<file path="config.mk">
export PLATFORM = sky130hd
export DESIGN_NAME = fetch_queue
export DESIGN_NICKNAME = d
export VERILOG_FILES = /design/src/rtl/cpu_pkg.sv /design/src/rtl/fetch_queue_perf.sv /design/src/rtl/fetch_queue.sv
export SDC_FILE = /design/constraint.sdc
export NUM_CORES = 1
export LEC_CHECK = 0
export CORE_MARGIN = 3
export CORE_UTILIZATION = 48
export DETAILED_ROUTE_END_ITERATION = 16
export GPL_ROUTABILITY_DRIVEN = 0
export PLACE_DENSITY = 0.76
export SYNTH_ARGS = -nofsm -noshare
export SYNTH_HDL_FRONTEND = slang
export SYNTH_HIERARCHICAL = 1
export SYNTH_SLANG_ARGS = --single-unit
</file>
<file path="constraint.sdc">
create_clock -name clk -period 4.95 [get_ports clk]
set_clock_uncertainty 0.2 [all_clocks]
set_input_delay 0.99 -clock clk [delete_from_list [all_inputs] [get_ports clk]]
set_output_delay 0.99 -clock clk [all_outputs]
set_load 0.01 [all_outputs]
</file>
<file path="src/rtl/cpu_pkg.sv">
// Shared core definitions: reset PC, NOP encoding and the (pc, instr) pair
// carried from IF to ID.
package cpu_pkg;

    localparam logic [31:0] PC_INIT   = 32'h0000_3000;
    localparam logic [31:0] NOP_INSTR = 32'h0000_0000;

    typedef struct packed {
        logic [31:0] pc;
        logic [31:0] instr;
    } fetch_pair_t;

endpackage

</file>
<file path="src/rtl/fetch_queue_perf.sv">
// Fetch-queue performance counters: PC stall cycles and flush events.
// Both saturate at all-ones. Instantiated only when FETCH_QUEUE_PERF_EN is defined.
module fetch_queue_perf (
    input  logic        clk,
    input  logic        reset,
    input  logic        update_en,
    input  logic        flush,
    output logic [31:0] stall_cycles,
    output logic [15:0] flush_count
);

    logic [31:0] stall_q, stall_d;
    logic [15:0] flush_q, flush_d;

    always_comb begin
        stall_d = stall_q;
        flush_d = flush_q;
        if (!update_en && (stall_q != '1))
            stall_d = stall_q + 32'd1;
        if (flush && (flush_q != '1))
            flush_d = flush_q + 16'd1;
    end

    always_ff @(posedge clk or posedge reset) begin
        if (reset) begin
            stall_q <= '0;
            flush_q <= '0;
        end else begin
            stall_q <= stall_d;
            flush_q <= flush_d;
        end
    end

    assign stall_cycles = stall_q;
    assign flush_count  = flush_q;

endmodule

</file>
<file path="src/rtl/fetch_queue.sv">
// IF->ID decoupling queue: circular buffer of (pc, instr) pairs, PC update enable
// and flush. Optional perf counters under FETCH_QUEUE_PERF_EN.
module fetch_queue
    import cpu_pkg::*;
#(
    parameter int          DEPTH    = 2,
    parameter logic [31:0] PC_RESET = 32'h0000_3000
) (
    input  logic                     clk,
    input  logic                     reset,
    input  logic [31:0]              pc_in,
    input  logic [31:0]              instr_in,
    input  logic                     flush,
    output logic                     update_en,
    output logic                     id_valid,
    input  logic                     id_ready,
    output logic [31:0]              id_pc,
    output logic [31:0]              id_instr,
`ifdef FETCH_QUEUE_PERF_EN
    output logic [31:0]              stall_cycles,
    output logic [15:0]              flush_count,
`endif
    output logic [$clog2(DEPTH):0]   count
);

    localparam int PW = $clog2(DEPTH);
    localparam int CW = PW + 1;

    if ((DEPTH < 2) || ((DEPTH & (DEPTH - 1)) != 0) || (PC_RESET[1:0] != 2'b00)) begin : g_bad_cfg
        $error("fetch_queue: DEPTH must be a power of two >= 2 and PC_RESET word aligned");
    end

    fetch_pair_t       mem_q [DEPTH];
    logic [PW-1:0]     wptr_q, wptr_d;
    logic [PW-1:0]     rptr_q, rptr_d;
    logic [CW-1:0]     count_q, count_d;
    logic              full, empty, push, pop;

    assign full  = (count_q == CW'(DEPTH));
    assign empty = (count_q == '0);

    // update_en deliberately ignores id_ready so the PC enable never waits on ID.
    assign update_en = !full || flush;
    assign push      = !full && !flush;
    assign pop       = id_valid && id_ready && !flush;

    always_comb begin
        wptr_d  = wptr_q;
        rptr_d  = rptr_q;
        count_d = count_q;
        if (flush) begin
            wptr_d  = '0;
            rptr_d  = '0;
            count_d = '0;
        end else begin
            if (push)
                wptr_d = wptr_q + PW'(1);
            if (pop)
                rptr_d = rptr_q + PW'(1);
            count_d = count_q + CW'(push) - CW'(pop);
        end
    end

    always_ff @(posedge clk or posedge reset) begin
        if (reset) begin
            wptr_q  <= '0;
            rptr_q  <= '0;
            count_q <= '0;
        end else begin
            wptr_q  <= wptr_d;
            rptr_q  <= rptr_d;
            count_q <= count_d;
        end
    end

    // Storage carries no reset; occupancy alone decides what is valid.
    always_ff @(posedge clk) begin
        if (push)
            mem_q[wptr_q] <= '{pc: pc_in, instr: instr_in};
    end

    assign id_valid = !empty;
    assign id_pc    = empty ? 32'h0     : mem_q[rptr_q].pc;
    assign id_instr = empty ? NOP_INSTR : mem_q[rptr_q].instr;
    assign count    = count_q;

`ifdef FETCH_QUEUE_PERF_EN
    fetch_queue_perf u_perf (
        .clk          (clk),
        .reset        (reset),
        .update_en    (update_en),
        .flush        (flush),
        .stall_cycles (stall_cycles),
        .flush_count  (flush_count)
    );
`endif

endmodule
</file>
# Word-level counts from Yosys, hierarchy flattened
# Memories as Yosys holds them, arrays and structs flattened.
# Cells that the tools add are included.
# Widths: inputs -> output; s select.
dict set report totals {
  ramBits 128
  input_bits 68
  ff_bits 4
  mem_count 1
  out_inout_bits 68
  wordCells 28
}
dict set report op_classes {
  n_addsub 4
  mux 9
  n_eq_ne 1
  n_reduce_logical 10
}
# memory depth width read_ports rd_ports_with_merged_regs wr line
set mem_list {}
lappend mem_list {mem_q 2 64 1 0 1 fetch_queue.sv:33} ;# fetch_pair_t mem_q [DEPTH];
# op count
set ops {}
lappend ops {{$mux 32} 2}
lappend ops {{$mux 1} 6}
lappend ops {{$reduce_bool 2->1} 2}
lappend ops {{$logic_and 1x1->1} 3}
lappend ops {{$logic_not 1->1} 3}
lappend ops {{$add 1x1->1 const B} 2}
lappend ops {{$add 2x1->2} 1}
lappend ops {{$eq 2x2->1 const B} 1}
lappend ops {{$logic_not 2->1} 1}
lappend ops {{$mux 2} 1}
lappend ops {{$sub 2x1->2} 1}
lappend ops {{$logic_or 1x1->1} 1}

# Longest topological paths before layout
# Gate-level depths: netlist of the first run.
dict set report logic_depth {
  ltp_word 6
  mapped_depth 8
  depth_no_buf 8
}

# Least setup slack after synthesis of the first run
# No wires, ideal clock.
dict set report synth_path {
  path_type {input to register}
  from {input flush}
  to {memory mem_q[0][0] in the netlist's numbering, enable pin}
  required_time_ns 4.264
  path_stages 2
  setup_time_ns 0.486
  t_arrival_ns 3.926
  path_slack_ns 0.338
  n_path_buf 0
  cell_sequence {or2_1 > nor2_1}
}
dict set report synth_between {
  elab_chain_cells 4
}
# item line
set synth_rtl {}
lappend synth_rtl {{start: declaration} fetch_queue.sv:13} ;# input logic flush,
lappend synth_rtl {{$logic_not 1->1} fetch_queue.sv:44} ;# assign push = !full && !flush;
lappend synth_rtl {{$logic_and 1x1->1} fetch_queue.sv:44}
lappend synth_rtl {{$mux 1} fetch_queue.sv:78} ;# if (push)
lappend synth_rtl {{$mux 1 (not written as such)} fetch_queue.sv:79} ;# mem_q[wptr_q] <= '{pc: pc_in, instr: instr_in};
lappend synth_rtl {{end: declaration} fetch_queue.sv:33}
# No other way between the ends.

# Worst setup path in the final report of the first run
dict set report layout_path {
  from {register count_q[1] (netlist: count[1])}
  to {output id_instr[21]}
}
dict set report layout_between {
  elab_chain_cells 2
}
# item line
set layout_rtl {}
lappend layout_rtl {{start: declaration} fetch_queue.sv:36} ;# logic [CW-1:0] count_q, count_d;
lappend layout_rtl {{start signal: assignment} fetch_queue.sv:72} ;# count_q <= count_d;
lappend layout_rtl {{$logic_not 2->1} fetch_queue.sv:40} ;# assign empty = (count_q == '0);
lappend layout_rtl {{$mux 32} fetch_queue.sv:84} ;# assign id_instr = empty ? NOP_INSTR : mem_q[rptr_q].instr;
lappend layout_rtl {{end: declaration} fetch_queue.sv:18} ;# output logic [31:0] id_instr,
# No other way between the ends.

==> out/summary.txt, run 1 <==
Routed WL -> 9700 um
Mux share of post-synthesis cell area -> 12.5%
Total of max-cap violations -> 0
Top FF cell, synth -> edfxtp_1
Max Fclk -> 258 MHz
Net Sw Frac -> 28.3%
Worst Path Arrival -> 2690 ps
FP Rows -> 37
Register area share after synthesis -> 77.1%
DIE WIDTH -> 109 um
Mapped Avg Cell Area -> 17.2 um^2
Clock Power Share -> 29.1%
Clock Pin Slew Worst Setup and Hold Paths -> 60 ps
Crit Path Max Fanout -> 34
CP endpoint kind -> primary output
Design area -> 7080 um^2
Register share of total power -> 41.1%
Placed inst area -> 6540 um^2
XOR/XNOR share of the synthesized area -> 0.514%
Mapped Cells -> 297
Final Total Pwr -> 3.86 mW
Port Buf Inserts -> 135
Die extent in y -> 109 um
CP peak stage delay -> 630 ps
# DRC -> 0
Netlist cell types -> 20
Setup TNS -> 0 ps
Final Hold Viols -> 0
GR Overflow Total -> 0
Post-synthesis simple-gate area fraction -> 5.97%
Hold buffers post-CTS -> 0
Status -> finished clean
TritonRoute pass-1 iters -> 4
Vias per inst -> 4.95
Final Cycle Share -> 78.4%
Starting Density -> 49.5%
Fill count -> 703
Clock Path Buffers -> 2
Leakage -> 2.40 nW
I/O pins -> 136
Least-Margin Pin Slew -> 1130 ps
Crit path cell chain -> nor2_4 -> buf_4 -> nor2_1 -> clkdlybuf4s50_1
Routed WL per cell -> 16.4 um
Layout cells sized above 1 -> 7.93%
Tmin final -> 3880 ps
Nets -> 511
RSZ-0062 raised after global routing -> false
Post-synth EDFFs -> 128
Syn nets -> 367
ANT nets after route -> 0
Post-CTS Repair Setup Buffers -> 0
Final setup violation count -> 0
Largest family of logic cells by synthesized area -> multiplexers
Yosys warning count -> 6
Asr flop ratio synth -> 3.03%
Vias -> 2923
Slowest CP cell -> nor2_4
Cell area after synthesis -> 5110 um^2
Layout area overhead -> 38.4%
Global Route Usage Sum -> 16.5%
Final Util -> 68.6%
CTS tree -> yes
Crit path required time -> 3760 ps
Rel. slew slack -> 24.3%
Synthesized flop and latch total -> 132
Critical Path Source Type -> register
Detailed Place HPWL -> 6120 um
Vias in the first global route -> 2913
First-pass GRT wire length -> 14700 um
TritonCTS Sinks -> 132
Die area -> 11900 um^2
Final hold slack -> 477 ps
Clock root buffer -> clkbuf_8
Htree depth -> 4
Pwr per Cell Area -> 545 nW/um^2
Core area -> 10300 um^2
Worst vdd ir -> 0.275 mV
Clock latency on the worst-skew pair -> 490 ps
CTS-repair resized insts -> 0
Comb power frac -> 29.8%
Synth Area in Adders -> 0.489%
Critical path class -> reg2out
Num CTS Buffers -> 17
Int Pwr -> 2.77 mW
Initial antenna violation count -> 0
Final Slew Violations -> 0
Antenna cell count -> 0
Initial DRC count -> 203
Min-Delay Path Class -> in2async
Largest net degree at the start of global routing -> 66
Synth Area in Compound Gates -> 0.0978%
Switching power -> 1.09 mW
==> sequential cells by signal, indices dropped and copies added, names as in the netlist <==
| name | count |
|---|---|
| count | 2 |
| rptr_q | 1 |
| wptr_q | 1 |
| mem_q | 128 |
==> per-stage QoR <==
| stage | worst slack (ps) | std cells |
|---|---|---|
| 4_1_cts | 1030 | 590 |
| 5_1_grt | 879 | 590 |
| 3_3_place_gp | 1540 | 558 |
| 3_5_place_dp | 1520 | 558 |
| 6_report | 1070 | 590 |
| 2_1_floorplan | 338 | 297 |
==> cell usage in the layout, fill, tap and decap left out, drive strengths merged, types with 2 or more instances in the layout <==
cell type	count
xor2	2
ha	2
clkinv	7
dfrtp	4
edfxtp	128
buf	4
mux2i	64
clkdlybuf4s50	135
inv	4
nor2b	2
clkinvlp	2
clkbuf	21
bufinv	2
nor2	71
==> area by class of cell <==
type	instances	area, um^2	share of cell area (%)
clock buffers	21	429	6.06
clock inverters	11	111	1.57
inverters	4	15.0	0.212
multi-input cells	147	1020	14.5
flip-flops and latches	132	3950	55.8
well taps	136	170	2.40
repair buffers	139	1380	19.5
==> worst max-delay path: cells and delay by family, from the launching register on <==
family | cells | cell delay (ps)
and+or+nand+nor | 2 | 750
buffers and inverters | 2 | 950
DFF | 1 | 460
==> cells by family after synthesis <==
group           Yosys count
flops                   132
fa+ha+maj                 2
xor+xnor                  3
compound gates            1
mux                      64
buf+inv                  18
simple gates             77
==> power groups by stage <==
stage	sequential [mW]	clock (mW)	combinational, mW
4_1_cts	1.59	1.15	1.17
3_5_place_dp	1.61	0	1.16
5_1_grt	1.61	1.20	1.25
3_3_place_gp	1.60	0	1.15
2_1_floorplan	1.53	0	0.684
6_report	1.59	1.12	1.15
==> cells in the mapped netlist, drive strengths merged, types with 2 or more instances <==
cell type	instances	share of area (%)
inv	4	0.29
dfrtp	4	2.0
nor2b	2	0.29
ha	2	0.49
buf	14	3.0
xor2	2	0.34
edfxtp	128	75
mux2i	64	13
nor2	71	5.2
==> routing by layer <==
metal | up-vias | share of wire, % | GRT usage, %
met5 | - | 0 | 0
met4 | 0 | 1.1 | 4.90
met3 | 11 | 7.0 | 5.09
li1 | 1382 | - | -
met1 | 1414 | 44 | 22.3
met2 | 116 | 48 | 26.0
==> path summary, 6_finish.rpt <==
path | slack (ps) | depth (start not counted) | end | start
max in group asynchronous | 3910 | 2 | rptr_q | reset
min | 480 | 2 | count[1] | reset
max reg2reg | 2490 | 4 | mem_q[0][54] | count[1]
min reg2reg | 480 | 2 | count[1] | count[1]
max | 1070 | 4 | id_instr[21] | count[1]
min in group clk | 480 | 2 | count[1] | count[1]
No activity file was read; power rests on OpenSTA's default activity.
==> inputs of run 2 (changes only) <==
- CORE_UTILIZATION: 48 -> 44
- PLACE_DENSITY: 0.76 -> 0.74
- clock period: 4.95 -> 3.2 ns (I/O delays scaled with it)
==> out/summary.txt, run 2 (synthesis gave the netlist of run 1 again) <==
Status -> finished clean (unchanged)
CTS tree -> yes (unchanged)
Total of max-cap violations -> 0 (unchanged)
Htree depth -> 4 (unchanged)
Setup TNS -> 0 ps (unchanged)
GR Overflow Total -> 0 (unchanged)
Port Buf Inserts -> 135 (unchanged)
Reg2reg setup slack -> 980 ps (was 2490 ps)
Pwr per Cell Area -> 883 nW/um^2 (was 545 nW/um^2)
Max FFs per register -> 128 (unchanged)
Placement Setup Slack -> 434 ps (was 1520 ps)
Initial DRC count -> 96 (was 203)
CP endpoint kind -> primary output (unchanged)
Nets -> 517 (was 511)
ANT nets after route -> 0 (unchanged)
Worst r2r src -> count[1] (unchanged)
Routed WL per cell -> 16.3 um (was 16.4 um)
Largest net degree at the start of global routing -> 47 (was 66)
Post-CTS Repair Setup Buffers -> 0 (unchanged)
Routed WL -> 9770 um (was 9700 um)
Final WS setup -> 236 ps (was 1070 ps)
Vias -> 2878 (was 2923)
Crit Path Max Fanout -> 17 (was 34)
Final Total Pwr -> 6.44 mW (was 3.86 mW)
FP Rows -> 38 (was 37)
# DRC -> 0 (unchanged)
Die area -> 13000 um^2 (was 11900 um^2)
Critical Path Source Type -> register (unchanged)
Hold buffers post-CTS -> 0 (unchanged)
Critical path class -> reg2out (unchanged)
Global Route Usage Sum -> 15.2% (was 16.5%)
Most common cell after layout, fill and taps aside -> clkdlybuf4s50_1 (unchanged)
Detailed Place HPWL -> 6340 um (was 6120 um)
Vias per inst -> 4.80 (was 4.95)
RSZ-0062 raised after global routing -> false (unchanged)
Final Util -> 65.8% (was 68.6%)
Layout area overhead -> 42.6% (was 38.4%)
Least-Margin Pin Slew -> 508 ps (was 1130 ps)
Layout cells sized above 1 -> 9.78% (was 7.93%)
Reg with most FFs -> mem_q (unchanged)
Final Slew Violations -> 0 (unchanged)
TritonCTS Sinks -> 132 (unchanged)
Clock latency on the worst-skew pair -> 400 ps (was 490 ps)
Worst vdd ir -> 0.459 mV (was 0.275 mV)
Leakage -> 2.51 nW (was 2.40 nW)
Vias in the first global route -> 3068 (was 2913)
I/O pins -> 136 (unchanged)
Min-Delay Path Class -> in2async (unchanged)
Design area -> 7290 um^2 (was 7080 um^2)
Tmin final -> 2960 ps
Starting Density -> 46.2% (was 49.5%)
Antenna cell count -> 0 (unchanged)
CTS-repair resized insts -> 0 (unchanged)
Placed inst area -> 6620 um^2 (was 6540 um^2)
Max Fclk -> 337 MHz
Die extent in y -> 114 um (was 109 um)
Clock root buffer -> clkbuf_16 (was clkbuf_8)
TritonRoute pass-1 iters -> 4 (unchanged)
Depth of the worst register-to-register path -> 8 (was 4)
Initial antenna violation count -> 0 (unchanged)
Commonest non-fill, non-tap cells in the layout -> clkdlybuf4s50_1, edfxtp_1, nor2_1 (unchanged)
Core area -> 11100 um^2 (was 10300 um^2)
Rel. slew slack -> 66.1% (was 24.3%)
DIE WIDTH -> 114 um (was 109 um)
Worst Path Arrival -> 2120 ps (was 2690 ps)
Crit path required time -> 2360 ps (was 3760 ps)
First-pass GRT wire length -> 15100 um (was 14700 um)
Num CTS Buffers -> 17 (unchanged)
Clock Path Buffers -> 2 (unchanged)
Final setup violation count -> 0 (unchanged)
Clock Pin Slew Worst Setup and Hold Paths -> 60 ps (about the same)
Final Hold Viols -> 0 (unchanged)
Worst r2r dst -> count[1] (was mem_q[0][54])
Final Cycle Share -> 92.6%
==> run 2: changes by cell type in the layout (fill, tap and decap cells not counted) <==
cell,change
inv_6,+1
clkbuf_1,-3
buf_12,+3
buf_4,+2
clkbuf_16,+1
clkinv_2,-2
clkbuf_8,-1
bufinv_16,+4
buf_6,+1
clkinv_4,+2
clkinvlp_4,-2
==> run 2: per-layer routing <==
metal	vias to the layer above	GRT usage, %	part of all wire [%]
met5	-	0	0
met4	0	5.94	1.3
met3	11	4.24	6.4
met2	94	25.4	50
met1	1379	18.8	42
li1	1394	-	-
==> run 2: final cells by class <==
| class | instances | area, um^2 |
|---|---|---|
| Clock buffer | 18 | 429 |
| Clock inverter | 14 | 233 |
| Fill cell | 806 | 3790 |
| Inverter | 4 | 15.0 |
| Multi-Input combinational cell | 147 | 1020 |
| Sequential cell | 132 | 3950 |
| Tap cell | 140 | 175 |
| Timing Repair Buffer | 145 | 1470 |
==> run 2: how the worst max path moves through the flow <==
stage	start	to	slack (ps)	cells after the start
5_1_grt	rptr_q	id_pc[30]	110	4
4_1_cts	rptr_q	id_pc[30]	60	4
3_5_place_dp	flush	count[1]	430	8
6_report	rptr_q	id_pc[30]	240	4
2_1_floorplan	flush	mem_q[0][0]	-1060	2
3_3_place_gp	flush	update_en	490	3
==> run 2: where the power goes <==
part	leakage, nW	switching (mW)	internal [mW]
combinational	0.938	0.949	0.993
clock	0.323	0.693	1.46
sequential	1.25	0.107	2.24
total	2.51	1.75	4.69
==> run 2: critical path: stages, from the launching register on <==
cell,delay (ps)
dfrtp_4,570
buf_4,340
mux2i_1,260
nor2_1,60
clkdlybuf4s50_1,500
==> run 2: per-stage QoR <==
stage	cells	hold WS (ps)
2_1_floorplan	297	206
3_3_place_gp	567	451
3_5_place_dp	567	471
4_1_cts	599	215
5_1_grt	600	235
6_report	600	227
==> inputs of run 3 (changes only) <==
- CAP_MARGIN: default -> 15
- RECOVER_POWER: default -> 50
==> out/summary.txt, run 3 (synthesis gave the netlist of run 1 again) <==
Status -> finished clean (unchanged)
Max Fclk -> 337 MHz (about the same)
CTS tree -> yes (unchanged)
Clock Pin Slew Worst Setup and Hold Paths -> 60 ps (about the same)
Worst vdd ir -> 0.457 mV (was 0.459 mV)
Die extent in y -> 114 um (unchanged)
Routed WL per cell -> 16.3 um (about the same)
I/O pins -> 136 (unchanged)
Clock latency on the worst-skew pair -> 400 ps (about the same)
Largest net degree at the start of global routing -> 47 (unchanged)
CTS-repair resized insts -> 0 (unchanged)
Total of max-cap violations -> 0 (unchanged)
Commonest non-fill, non-tap cells in the layout -> edfxtp_1, clkdlybuf4s50_1, nor2_1 (was clkdlybuf4s50_1, edfxtp_1, nor2_1)
Port Buf Inserts -> 135 (unchanged)
Final Cycle Share -> 92.8% (was 92.6%)
Worst Path Arrival -> 2130 ps (was 2120 ps)
Htree depth -> 4 (unchanged)
Min-Delay Path Class -> in2async (unchanged)
Least-Margin Pin Slew -> 993 ps (was 508 ps)
CP endpoint kind -> primary output (unchanged)
FP Rows -> 38 (unchanged)
ANT nets after route -> 0 (unchanged)
Leakage -> 2.52 nW (was 2.51 nW)
Clock Path Buffers -> 2 (unchanged)
RSZ-0062 raised after global routing -> false (unchanged)
First-pass GRT wire length -> 15100 um (unchanged)
Setup TNS -> 0 ps (unchanged)
Crit Path Max Fanout -> 17 (unchanged)
Final hold slack -> 364 ps (was 227 ps)
Critical Path Source Type -> register (unchanged)
Layout cells sized above 1 -> 9.57% (was 9.78%)
Global Route Usage Sum -> 15.2% (unchanged)
Nets -> 517 (unchanged)
Die area -> 13000 um^2 (unchanged)
Critical path class -> reg2out (unchanged)
Initial antenna violation count -> 0 (unchanged)
# DRC -> 0 (unchanged)
Routed WL -> 9780 um (was 9770 um)
Detailed Place HPWL -> 6340 um (unchanged)
DIE WIDTH -> 114 um (unchanged)
Antenna cell count -> 0 (unchanged)
Core area -> 11100 um^2 (unchanged)
GR Overflow Total -> 0 (unchanged)
Worst r2r src -> count[1] (unchanged)
Vias per inst -> 4.78 (was 4.80)
TritonRoute pass-1 iters -> 4 (unchanged)
Tmin final -> 2970 ps (was 2960 ps)
Final Slew Violations -> 0 (unchanged)
Rel. slew slack -> 33.8% (was 66.1%)
Most common cell after layout, fill and taps aside -> edfxtp_1 (was clkdlybuf4s50_1)
Clock root buffer -> clkbuf_16 (unchanged)
Crit. Startpoint -> rptr_q (unchanged)
Layout area overhead -> 41.9% (was 42.6%)
TritonCTS Sinks -> 132 (unchanged)
Starting Density -> 46.2% (unchanged)
Max FFs per register -> 128 (unchanged)
Final Hold Viols -> 0 (unchanged)
Vias -> 2867 (was 2878)
Initial DRC count -> 105 (was 96)
Pwr per Cell Area -> 882 nW/um^2 (was 883 nW/um^2)
Vias in the first global route -> 3068 (unchanged)
Num CTS Buffers -> 17 (unchanged)
Final setup violation count -> 0 (unchanged)
Crit path required time -> 2360 ps (about the same)
Reg with most FFs -> mem_q (unchanged)
## run 3: stage by stage
stage	power (mW)	cells	setup WS, ps	utilization [%]	area, um^2
after global routing	6.71	600	113	65.5	7260
after CTS	6.50	599	57.9	65.7	7280
after detailed placement	4.34	567	434	59.7	6620
final	6.40	600	231	65.5	7260
after floorplan	3.42	297	-1060	-	5110
after global placement	4.31	567	488	59.7	6620
## run 3: worst paths after layout
check	to	slack, ps	cells past startpoint
max	id_pc[30]	230	4
min	count[1]	360	2
max reg2reg	mem_q[1][4]	700	4
min reg2reg	count[1]	500	2
max in group asynchronous	rptr_q	2250	2
min in group clk	count[1]	500	2
## run 3: power breakdown
part	total [mW]	leakage [nW]	internal, mW	switching (mW)
sequential	2.35	1.25	2.25	0.106
clock	2.15	0.323	1.46	0.692
combinational	1.90	0.946	0.955	0.947
## run 3: layout make-up
| class | instances | area, um^2 |
|---|---|---|
| repair buffers | 145 | 1440 |
| fillers | 809 | 3820 |
| well taps | 140 | 175 |
| flip-flops and latches | 132 | 3950 |
| clock inverters | 14 | 233 |
| clock buffers | 18 | 429 |
| inverters | 4 | 15.0 |
| multi-input cells | 147 | 1020 |
## run 3: critical path: stages, from the launching register on
cell and delay [ps]:
dfrtp_4 570, buf_4 340, mux2i_1 260, nor2_1 60, clkdlybuf4s50_1 500
## run 3: timing repair
action | CTS | global route
endpoints found under the hold margin | 0 | 0
buffers inserted | 0 | 1
hold buffers | 0 | 0
endpoints found under the setup margin | 0 | 2
## run 3: routing by layer
metal  track usage, %  up-vias  share of wire, %
met3             4.24       11               6.6
met1             18.8     1367                42
li1                 -     1387                 -
met5                0        -                 0
met4             5.94        0               1.3
met2             25.4      102                50
==> variant 1 (settings of run 3) <==
The option `FETCH_QUEUE_PERF_EN` is turned on by a define.
--- a/src/rtl/fetch_queue.sv
+++ b/src/rtl/fetch_queue.sv
@@ -1,4 +1,6 @@
 // IF->ID decoupling queue: circular buffer of (pc, instr) pairs, PC update enable
 // and flush. Optional perf counters under FETCH_QUEUE_PERF_EN.
+`define FETCH_QUEUE_PERF_EN
+
 module fetch_queue
     import cpu_pkg::*;
Formal check against the unedited RTL (old outputs only; new: flush_count and stall_cycles): equivalent (Yosys induction, for registers that start in step).
==> variant 1 against run 3 <==
Largest cell class unchanged. Total power increased by 16%. Count of clock-buffer cells in the layout down 1. Wire length is 60% higher. Via count increased by 65%. Design area grew 39%. Synthesized area rose by 46%. Register-to-register slack worse by 0.09 ns. Sequential cell count increased by 48. Worst setup slack lost 0.086 ns. Non-clock buffer count is 48 higher. Final cell count increased by 58%.
==> variant 1: results (changes against run 3) <==
stage,metric,value,unit,change
cells_and_area,layout cells sized above 1,0.0673,,was 0.0957
synth,Post-Syn Area per Cell,14.4,um^2,was 17.2 um^2
placed_design,Inst Count DP,916,,was 567
synth,ys async rst share,0.289,,was 0.0303
min_path,worst min path class,register to register,,was input pin to async pin
synth,"Seq/Total Area, Yosys",0.687,,was 0.771
placed_design,hpwl dp,10700,um,was 6340 um
placed_design,DP Worst Slack,0.316,ns,was 0.434 ns
critical_path,Worst path max stage delay,0.63,ns,was 0.57 ns
route,routed length per placed instance,16.5,um,was 16.3 um
grt,initial antenna violation count,2,,was 0
power,Max VDD drop,406,uV,was 457 uV
power,LEAKAGE,3.73,nW,was 2.52 nW
clock_network,Worst-Skew Late Latency,0.42,ns,was 0.40 ns
synth,Synth cell types,49,,was 20
synth,syn nets,591,,was 367
grt,first-pass GRT wire length,24700,um,"was 15,100 um"
synth,commonest cells in the netlist,"128 x edfxtp_1, 91 x nor2_1, 64 x mux2i_1",,"was 128 x edfxtp_1, 71 x nor2_1, 64 x mux2i_1"
cells_and_area,Non-Filler Instances,948,,was 600
placed_design,IO Port Bufs,183,,was 135
route,Via density,5.00,,was 4.78
sta,Worst Tran Pin Value,1.02,ns,was 0.993 ns
grt,largest net degree at the start of global routing,66,,was 47
synth,Synth area leaders,"edfxtp_1 51%, dfrtp_1 17%, mux2i_1 8.6%",,"was edfxtp_1 75%, mux2i_1 13%, nor2_1 5.2%"
clock_network,CTS H-tree lvls,4,,unchanged
grt,GRT Util Overall,0.172,,was 0.152
critical_path,CP arrival,2.21,ns,was 2.13 ns
cells_and_area,nets,787,,was 517
route,Detailed Route Iter0 Violations,241,,was 105
run_status,status,finished clean,,unchanged
placed_design,placed instance area,0.00958,mm^2,was 0.00662 mm^2
synth,most used flip-flop cell after synthesis,edfxtp_1,,unchanged
grt,vias in the first global route,4897,,"was 3,068"
## variant 1: final cells by class
| type | instances | area [um^2] |
|---|---|---|
| tap | 220 | 275 |
| fill | 1245 | 6530 |
| clock buffer | 17 | 425 |
| sequential | 180 | 5150 |
| multi-input combinational | 310 | 2120 |
| timing repair buffer | 193 | 1930 |
| inverter | 13 | 48.8 |
| clock inverter | 15 | 163 |
## variant 1: final timing paths
check                                           to                    start  depth (start not counted)  slack [ns]
hold / removal             u_perf/stall_cycles[23]  u_perf/stall_cycles[23]                          1        0.29
min in group asynchronous                   rptr_q                    reset                          2        0.39
setup reg to reg           u_perf/stall_cycles[27]                 count[1]                          7        0.61
setup / recovery                         id_pc[21]                   rptr_q                          4        0.15
max in group asynchronous  u_perf/stall_cycles[13]                    reset                          3        1.07
hold reg to reg            u_perf/stall_cycles[23]  u_perf/stall_cycles[23]                          1        0.29
## variant 1: power by group
group	internal [mW]	switching (mW)	total, mW	leakage, nW
sequential	2.92	0.208	3.13	1.87
clock	1.22	0.824	2.04	0.280
combinational	1.14	1.10	2.23	1.58
## variant 1: cell families (layout without fill, tap and decap cells)
kind of cell | count (synthesis) | in the layout | synth area share
simple gates | 182 | 182 | 0.120
buf+inv | 29 | 238 | 0.0291
xor+xnor | 42 | 42 | 0.0491
flops | 180 | 180 | 0.687
compound gates | 14 | 14 | 0.0160
mux | 68 | 68 | 0.0916
fa+ha+maj | 4 | 4 | 0.00669
## variant 1: layer usage
metal  global-route usage  routed length, um  vias up
li1                     -                  -     2253
met1                0.210               6510     2308
met2                0.289               7730      154
met3               0.0563               1150       23
met4               0.0554                221        4
met5                    0                 21        -
==> variant 2 (config.mk and constraints of run 3) <==
Made on the original files. Register the output `count` once more, cleared by the reset; this adds one clock of latency there. The other outputs are not delayed to match.
--- a/src/rtl/fetch_queue.sv
+++ b/src/rtl/fetch_queue.sv
@@ -83,5 +83,11 @@
     assign id_pc    = empty ? 32'h0     : mem_q[rptr_q].pc;
     assign id_instr = empty ? NOP_INSTR : mem_q[rptr_q].instr;
-    assign count    = count_q;
+    always_ff @(posedge clk or posedge reset) begin
+        if (reset) begin
+            count <= '0;
+        end else begin
+            count <= count_q;
+        end
+    end
 
 `ifdef FETCH_QUEUE_PERF_EN
Behaviour: not the same (Yosys sat finds a counterexample within 4 cycles, from zero or initial values and one cycle with reset high).
==> variant 2 against run 3 <==
Wire length shrank 1.0%. Total power decreased by 3.3%. Sequential cell count increased by 2. Fmax is 3.6% lower. Design area shrank 0.45%. Synthesized area grew 0.98%. Worst setup slack got worse by 0.11 ns. Count of clock-buffer cells in the layout rose by 2. Via count grew 1.6%. Critical endpoint is now id_pc[3]. Largest power group unchanged. Highest routed layer is now met5.
==> variant 2: results (changes against run 3) <==
stage,metric,value,unit,change
run_status,status,finished clean,,unchanged
grt,largest net degree at the start of global routing,38,,was 47
route,final WL,9680,um,was 9780 um
synth,Post-Syn Area per Cell,17.3,um^2,was 17.2 um^2
power,LEAKAGE,2.50,nW,was 2.52 nW
critical_path,Reg-to-Reg Start,count_q[1],,was count[1]
critical_path,Worst setup endpoint,id_pc[3],,was id_pc[30]
synth,Synth cell types,20,,unchanged
clock_network,CTS max path bufs,2,,unchanged
clock_network,root buf cell,clkbuf_16,,unchanged
grt,initial antenna violation count,1,,was 0
grt,first-pass GRT wire length,15200,um,"was 15,100 um"
critical_path,"setup slack, reg-to-reg",0.73,ns,was 0.70 ns
synth,syn nets,369,,was 367
grt,vias in the first global route,3063,,"was 3,068"
critical_path,reg-to-reg endpoint,mem_q[0][2],,was mem_q[1][4]
synth,commonest cells in the netlist,"128 x edfxtp_1, 71 x nor2_1, 64 x mux2i_1",,unchanged
route,length of the first detailed-routing pass in iterations,6,,was 4
sta,Slew Limit Fails,0,,unchanged
critical_path,CP Max Fanout,26,,was 17
cells_and_area,fill count,831,,was 809
critical_path,"Slowest-stage cell, CP",dfrtp_4,,unchanged
min_path,worst min path class,register to register,,was input pin to async pin
route,Via density,4.85,,was 4.78
route,Detailed Route Iter0 Violations,124,,was 105
power,Max VDD drop,541,uV,was 457 uV
grt,GRT Util Overall,0.153,,was 0.152
cells_and_area,layout cells sized above 1,0.0826,,was 0.0957
sta,Slew headroom,0.374,,was 0.338
critical_path,CP arrival,2.24,ns,was 2.13 ns
route,routed vias,2912,,"was 2,867"
min_path,Worst Hold Depth,0,,
synth,Synth area leaders,"edfxtp_1 74%, mux2i_1 12%, nor2_1 5.2%",,"was edfxtp_1 75%, mux2i_1 13%, nor2_1 5.2%"
synth,most used flip-flop cell after synthesis,edfxtp_1,,unchanged
synth,ys async rst share,0.0448,,was 0.0303
placed_design,hpwl dp,6490,um,was 6340 um
clock_network,CTS buffer count,17,,unchanged
critical_path,Worst path max stage delay,0.72,ns,was 0.57 ns
cells_and_area,Reg with most FFs,mem_q,,unchanged
clock_network,CTS H-tree lvls,4,,unchanged
placed_design,IO Port Bufs,135,,unchanged
placed_design,Inst Count DP,568,,was 567
synth,"Seq/Total Area, Yosys",0.773,,was 0.771
## variant 2: worst max-delay path, delay by kind of cell, from the launching register on
family | cells | cell delay (ns)
mux | 1 | 0.10
simple gates | 1 | 0.14
flops | 1 | 0.72
buf+inv | 2 | 0.88
## variant 2: through the flow
| step | TNS, ns | hold WS (ns) | total power [mW] | area, um^2 | worst slack, ns |
|---|---|---|---|---|---|
| 2_1_floorplan | -136.00 | 0.219 | 3.46 | 5160 | -1.06 |
| 3_3_place_gp | 0 | 0.296 | 4.34 | 6650 | 0.491 |
| 3_5_place_dp | 0 | 0.325 | 4.36 | 6650 | 0.390 |
| 4_1_cts | 0 | 0.273 | 6.32 | 7240 | 0.0771 |
| 5_1_grt | 0 | 0.344 | 6.52 | 7230 | 0.0139 |
| 6_report | 0 | 0.331 | 6.19 | 7230 | 0.121 |
## variant 2: cell families after synthesis
logic type      count (synthesis)  synth area share
compound gates                  1          0.000968
simple gates                   77            0.0591
buf+inv                        18            0.0327
flops                         134             0.773
mux                            64             0.124
fa+ha+maj                       2           0.00484
xor+xnor                        3           0.00509
## variant 2: per-layer routing
metal  GRT usage  up-vias  wire [um]  part of all wire
li1            -     1400          -                 -
met1       0.186     1414       4100              0.42
met2       0.259       89       4930              0.51
met3      0.0518        7        572             0.059
met4      0.0451        2         67            0.0069
met5           0        -         13            0.0013
## variant 2: area by class of cell
type | instances | area, um^2 | share of cell area
tap | 140 | 175 | 0.0242
clock inverter | 12 | 159 | 0.0220
sequential | 134 | 4000 | 0.553
timing repair buffer | 143 | 1420 | 0.197
multi-input combinational | 147 | 1020 | 0.141
inverter | 4 | 15.0 | 0.00208
clock buffer | 20 | 437 | 0.0604
## variant 2: power by group
group	leakage (nW)	internal, mW	switching (mW)
registers	1.27	2.28	0.134
clock network	0.292	1.29	0.637
logic	0.935	0.945	0.911
